==> config.mk <==
export PLATFORM = sky130hd
export DESIGN_NAME = pio_in_edge_24
export DESIGN_NICKNAME = d
export VERILOG_FILES = /design/src/rtl/pio_in_edge_24.sv
export SDC_FILE = /design/constraint.sdc
export NUM_CORES = 1
export LEC_CHECK = 0
export CAP_MARGIN = 25
export CORE_AREA = 2 2 39 41
export CTS_BUF_LIST = sky130_fd_sc_hd__clkbuf_2
export CTS_CLUSTER_DIAMETER = 200
export CTS_CLUSTER_SIZE = 8
export DETAILED_ROUTE_END_ITERATION = 16
export DIE_AREA = 0 0 41 43
export MAX_ROUTING_LAYER = met4
export PLACE_DENSITY = 0.57
export SLEW_MARGIN = 20
export SYNTH_ARGS = -nofsm -noshare
export SYNTH_HDL_FRONTEND = slang
export SYNTH_SLANG_ARGS = --single-unit
==> constraint.sdc <==
create_clock -name clk -period 2.95 [get_ports clk]
set_input_delay 0.4425 -clock clk [delete_from_list [all_inputs] [get_ports clk]]
set_output_delay 0.4425 -clock clk [all_outputs]
set_load 0.01 [all_outputs]
==> src/rtl/pio_in_edge_24.sv <==
// pio_in_edge_24: Avalon-MM input port with per-bit synchroniser, glitch filter,
// sticky edge capture and a maskable level interrupt.
//   clk, reset      rising-edge clock, asynchronous active-high reset
//   address         0=filtered data, 1=zero, 2=irqmask, 3=edgecapture (W1C)
//   chipselect      slave select, qualifies writes only
//   write_n         active-low write strobe
//   writedata       write data
//   in_port         asynchronous external pins
//   readdata        combinational read data
//   irq             registered level interrupt
module pio_in_edge_24 #(
   parameter int WIDTH         = 1,
   parameter int SYNC_STAGES   = 2,
   parameter int FILTER_CYCLES = 4,
   parameter int EDGE_TYPE     = 2,
   parameter bit INIT_LEVEL    = 1'b1
) (
   input  logic             clk,
   input  logic             reset,
   input  logic [1:0]       address,
   input  logic             chipselect,
   input  logic             write_n,
   input  logic [WIDTH-1:0] writedata,
   input  logic [WIDTH-1:0] in_port,
   output logic [WIDTH-1:0] readdata,
   output logic             irq
);
   localparam int CW = $clog2(FILTER_CYCLES) + 1;
   localparam logic [WIDTH-1:0] INIT = {WIDTH{INIT_LEVEL}};
   logic [WIDTH-1:0] sync_q [SYNC_STAGES];
   logic [WIDTH-1:0] smp_q, filt_q, filt_d, mask_q, mask_d, cap_q, cap_d;
   logic [WIDTH-1:0] rise, fall, edge_w, clr;
   logic [CW-1:0]    cnt_q [WIDTH];
   logic [CW-1:0]    cnt_d [WIDTH];
   logic             wr, irq_q;
   assign wr = chipselect & ~write_n;
   // smp_q retimes the synchroniser output once more, so a pin change seen by the
   // first stage on edge 0 reaches filt on edge SYNC_STAGES+FILTER_CYCLES while the
   // filter still needs FILTER_CYCLES consecutive mismatching samples.
   always_comb begin
      filt_d = filt_q;
      for (int i = 0; i < WIDTH; i++) begin
         cnt_d[i] = '0;
         if (smp_q[i] != filt_q[i]) begin
            if (cnt_q[i] == CW'(FILTER_CYCLES - 1)) filt_d[i] = smp_q[i];
            else cnt_d[i] = cnt_q[i] + CW'(1);
         end
      end
   end
   assign rise   = filt_d & ~filt_q;
   assign fall   = ~filt_d & filt_q;
   assign edge_w = EDGE_TYPE == 0 ? rise : EDGE_TYPE == 1 ? fall : rise | fall;
   assign clr    = (wr && address == 2'd3) ? writedata : '0;
   // a new edge overrides a clear of the same bit
   assign cap_d  = (cap_q & ~clr) | edge_w;
   assign mask_d = (wr && address == 2'd2) ? writedata : mask_q;
   assign readdata = address == 2'd0 ? filt_q :
                     address == 2'd2 ? mask_q :
                     address == 2'd3 ? cap_q  : '0;
   assign irq = irq_q;
   always_ff @(posedge clk or posedge reset) begin
      if (reset) begin
         for (int s = 0; s < SYNC_STAGES; s++) sync_q[s] <= INIT;
         for (int i = 0; i < WIDTH; i++) cnt_q[i] <= '0;
         smp_q  <= INIT;
         filt_q <= INIT;
         mask_q <= '0;
         cap_q  <= '0;
         irq_q  <= 1'b0;
      end else begin
         sync_q[0] <= in_port;
         for (int s = 1; s < SYNC_STAGES; s++) sync_q[s] <= sync_q[s-1];
         for (int i = 0; i < WIDTH; i++) cnt_q[i] <= cnt_d[i];
         smp_q  <= sync_q[SYNC_STAGES-1];
         filt_q <= filt_d;
         mask_q <= mask_d;
         cap_q  <= cap_d;
         irq_q  <= |(cap_q & mask_q);
      end
   end
endmodule

# Word-level counts from Yosys, hierarchy flattened
# Cells that the tools add are included.
# totals
inputBits	8
word_cells	35
output_inout_bits	2
regBits	10
# classes
reduce_logical	3
bitwise	11
addsub	1
n_mux	8
eq_ne	4
# ops
cell	count
$mux W1	6
$mux W3	2
$and A1 B1 Y1	5
$eq A2 B2 Y1 const B	2
$not A1 Y1	4
$add A3 B1 Y3 const B	1
$eq A3 B2 Y1 const B	1
$logic_and A1 B1 Y1	2
$logic_not A2 Y1	1
$or A1 B1 Y1	2
$ne A1 B1 Y1	1

# Longest topological paths before layout
# depth
depth_word	7
ltp_mapped	4
depth_no_buf	4

# Worst setup path after synthesis
# No wires, ideal clock.
# synth_timing
path_type	input-to-output
from	input port address[0]
to	output port readdata
stages	2
path_buffers	0
t_required_ns	2.508
path_slack_ns	1.516
t_arrival_ns	0.992
cell_sequence	mux2_1 -> a22o_1
# synth_between
elab_chain_len	4
word_cells_on_any_way	6
cone_classes	2 x eq/ne; 3 x mux; 1 x reduce/logical
# synth_lines
item	line	source
from (decl)	20	input logic [1:0] address,
$eq A2 B2 Y1	59	address == 2'd3 ? cap_q : '0;
$mux W1	59	
$mux W1	58	address == 2'd2 ? mask_q :
$mux W1 *	57	assign readdata = address == 2'd0 ? filt_q :
to (decl)	25	output logic [WIDTH-1:0] readdata,
# Every way passes the cells marked *; elsewhere a longest branch is shown, timed or not.

# Worst setup path after layout
# Same ends and word-level chain as after synthesis.

==> run_results.csv <==
group,metric,value,unit
yosys,synth-seq-cells,10,
route,wirelength,673,um
route,viasPerCell,4.47,
sta,clock_skew,0.00306,ns
yosys,synth_xor_area_share,4.44,%
floorplan,dieHeight,43,um
sta,finalCriticalPeriod,2.47,ns
floorplan,ios,10,
yosys,synthesis.area,394,um^2
yosys,synth_compound_area_share,4.76,%
pwr,leakage,0.230,nW
setup_path,crit_type,"input port to output pin",
setup_path,setup.worst_path.start,"address[0]",
yosys,synth_warnings,0,
placement,dpl_worst_slack,0.480,ns
floorplan,dieWidth,41,um
yosys,synth_area_per_cell,13.1,um^2
global_route,grt_max_degree,11,
setup_path,critPathMaxFanout,4,
clock_network,numClockSinks,10,
sta,rsz0062_at_grt,"no",
placement,placed_area,504,um^2
layout,final_cell_mix,"9 x clkdlybuf4s50_1, 6 x dfrtp_1, 4 x dfstp_2, 3 x nor2_1, 3 x clkbuf_2",
clock_network,path_clk_slew,0.10,ns
route,ant_nets,0,
placement,port_buffers,9,
sta,tightest_slew,0.353,ns
global_route,gr-total-overflow,0,
layout,syn_to_final_growth,32.7,%
global_route,antenna_found_initial,0,
floorplan,core-area,1380,um^2
route,vias,264,
floorplan,die_area,1760,um^2
route,initialDrtViolationCount,7,
sta,clock.fmax,404,MHz
clock_network,cts-root-buf,"clkbuf_2",
global_route,grt_pass1_wl,1150,um
yosys,synth_top_family_by_area,"simple AND/OR/NAND/NOR gates",
min_path,hold_path.class,"flip-flop to flip-flop",
layout,nets,53,
sta,finalCritPeriodShare,83.8,%
floorplan,num_rows,14,
yosys,synth.area.mux_share,8.57,%
pwr,power.density,727,nW/um^2
layout,design_area,523,um^2
layout,finish.utilization,37.8,%
yosys,yosysSeqAreaShare,64.8,%
run_status,status,"completed",
setup_path,critPathRequiredTime,2.51,ns
setup_path,reg2reg_from,"cnt_q[0]",
clock_network,ctsHoldBuffers,0,
global_route,grt_pass1_vias,306,
yosys,yosys.area_share.adder,3.17,%
yosys,synth_nets,39,
route,dr.pass1.iters,2,
min_path,hp-start,"sync_q[0]",
pwr,vdd_drop_max,317,uV
layout,fill_cells,131,
sta,hold_violations,0,
clock_network,cts_tree,"yes",
placement,gp_congestion,0.652,
clock_network,numCtsBuffers,3,
sta,slew_headroom,76.4,%
clock_network,clk_path_buf_depth,2,
layout,n_antenna_cell,0,
yosys,synth_cell_types,17,
global_route,grtUsageTotal,10.3,%
job,drv_cap,0,
layout,layout-drive-gt1-share,20.9,%
setup_path,start_kind,"input port",
sta,setup_viol,0,
setup_path,arrival,2.03,ns
route,wire_per_inst,11.4,um
floorplan,initial_utilization,28.5,%
yosys,synth_cells,30,
route,drc,0,
yosys,yosys.area_share.simple,13.3,%
setup_path,critPathCaptureType,"output pin",
pwr,total_power,0.000380,W
sta,final.setup.tns,0,ns
clock_network,worstSkewPairLatency,0.25,ns
sta,fin_ws,0.477,ns
sta,drv_slew,0,
clock_network,cts_post_setup_buffers_inserted,0,
clock_network,htreeDepth,1,
clock_network,cts-resized-gates,0,
layout,final_common_cell,"clkdlybuf4s50_1",
worst paths after layout:
path                              to  slack (ns)  depth (start not counted)
max                         readdata        0.48                          4
min                            smp_q        0.36                          0
max reg2reg                   filt_q        1.79                          3
min reg2reg                    smp_q        0.36                          0
max in group asynchronous  sync_q[1]        2.20                          2
min in group asynchronous      cap_q        0.45                          2
metal layers:
metal	routed length, um	share of wire (%)	up-vias	track usage [%]
met2	374	56	6	16.3
met1	266	40	131	10.8
met5	0	0	-	-
li1	-	-	127	-
met4	0	0	0	4.00
met3	32	4.8	0	4.71
Yosys cell counts:
library cell / number / area share, %
nor3b_1: 1 / 1.9
and2_1: 1 / 1.6
xnor2_1: 1 / 2.2
nand3b_1: 1 / 1.9
dfstp_2: 4 / 27
mux2_2: 2 / 5.7
dfrtp_1: 6 / 38
and3_1: 1 / 1.6
nand2b_1: 1 / 1.6
nand2_1: 2 / 1.9
o21ai_0: 2 / 2.5
xor2_1: 1 / 2.2
ha_1: 1 / 3.2
inv_1: 1 / 0.95
a22o_1: 1 / 2.2
nor2_1: 3 / 2.9
mux2_1: 1 / 2.9
sequential cells by signal, indices dropped and copies added (netlist names):
signal  count
irq         1
mask_q      1
filt_q      1
cap_q       1
cnt_q       3
smp_q       1
sync_q      2
cell families after synthesis:
group,after synthesis
DFF,10
adders and majority gates,1
xor gates and xnor gates,2
AOI/OAI and AO/OA,3
and+or+nand+nor,10
buffers and inverters,1
muxes,3
stage by stage:
| step | hold WS [ns] | cells |
|---|---|---|
| after floorplan | 0.280 | 30 |
| after global placement | 0.348 | 55 |
| after detailed placement | 0.347 | 55 |
| after CTS | 0.365 | 59 |
| after global routing | 0.361 | 59 |
| final | 0.362 | 59 |
critical path: stages:
cell and delay, ns:
clkdlybuf4s50_1 0.54, mux2_1 0.34, a22o_1 0.23, clkdlybuf4s50_1 0.47
power breakdown:
group          internal [W]  switching, W
sequential         0.000178     0.0000234
combinational     0.0000605     0.0000435
clock             0.0000295     0.0000451
final cells by class:
type	count	area, um^2	share of cell area (%)
clock inverters	1	3.75	0.718
clock buffers	3	15.0	2.87
multi-input cells	19	135	25.8
well taps	16	20.0	3.83
repair buffers	9	90.1	17.2
inverters	1	3.75	0.718
flip-flops and latches	10	255	48.8
(Power assumes the default switching activity.)
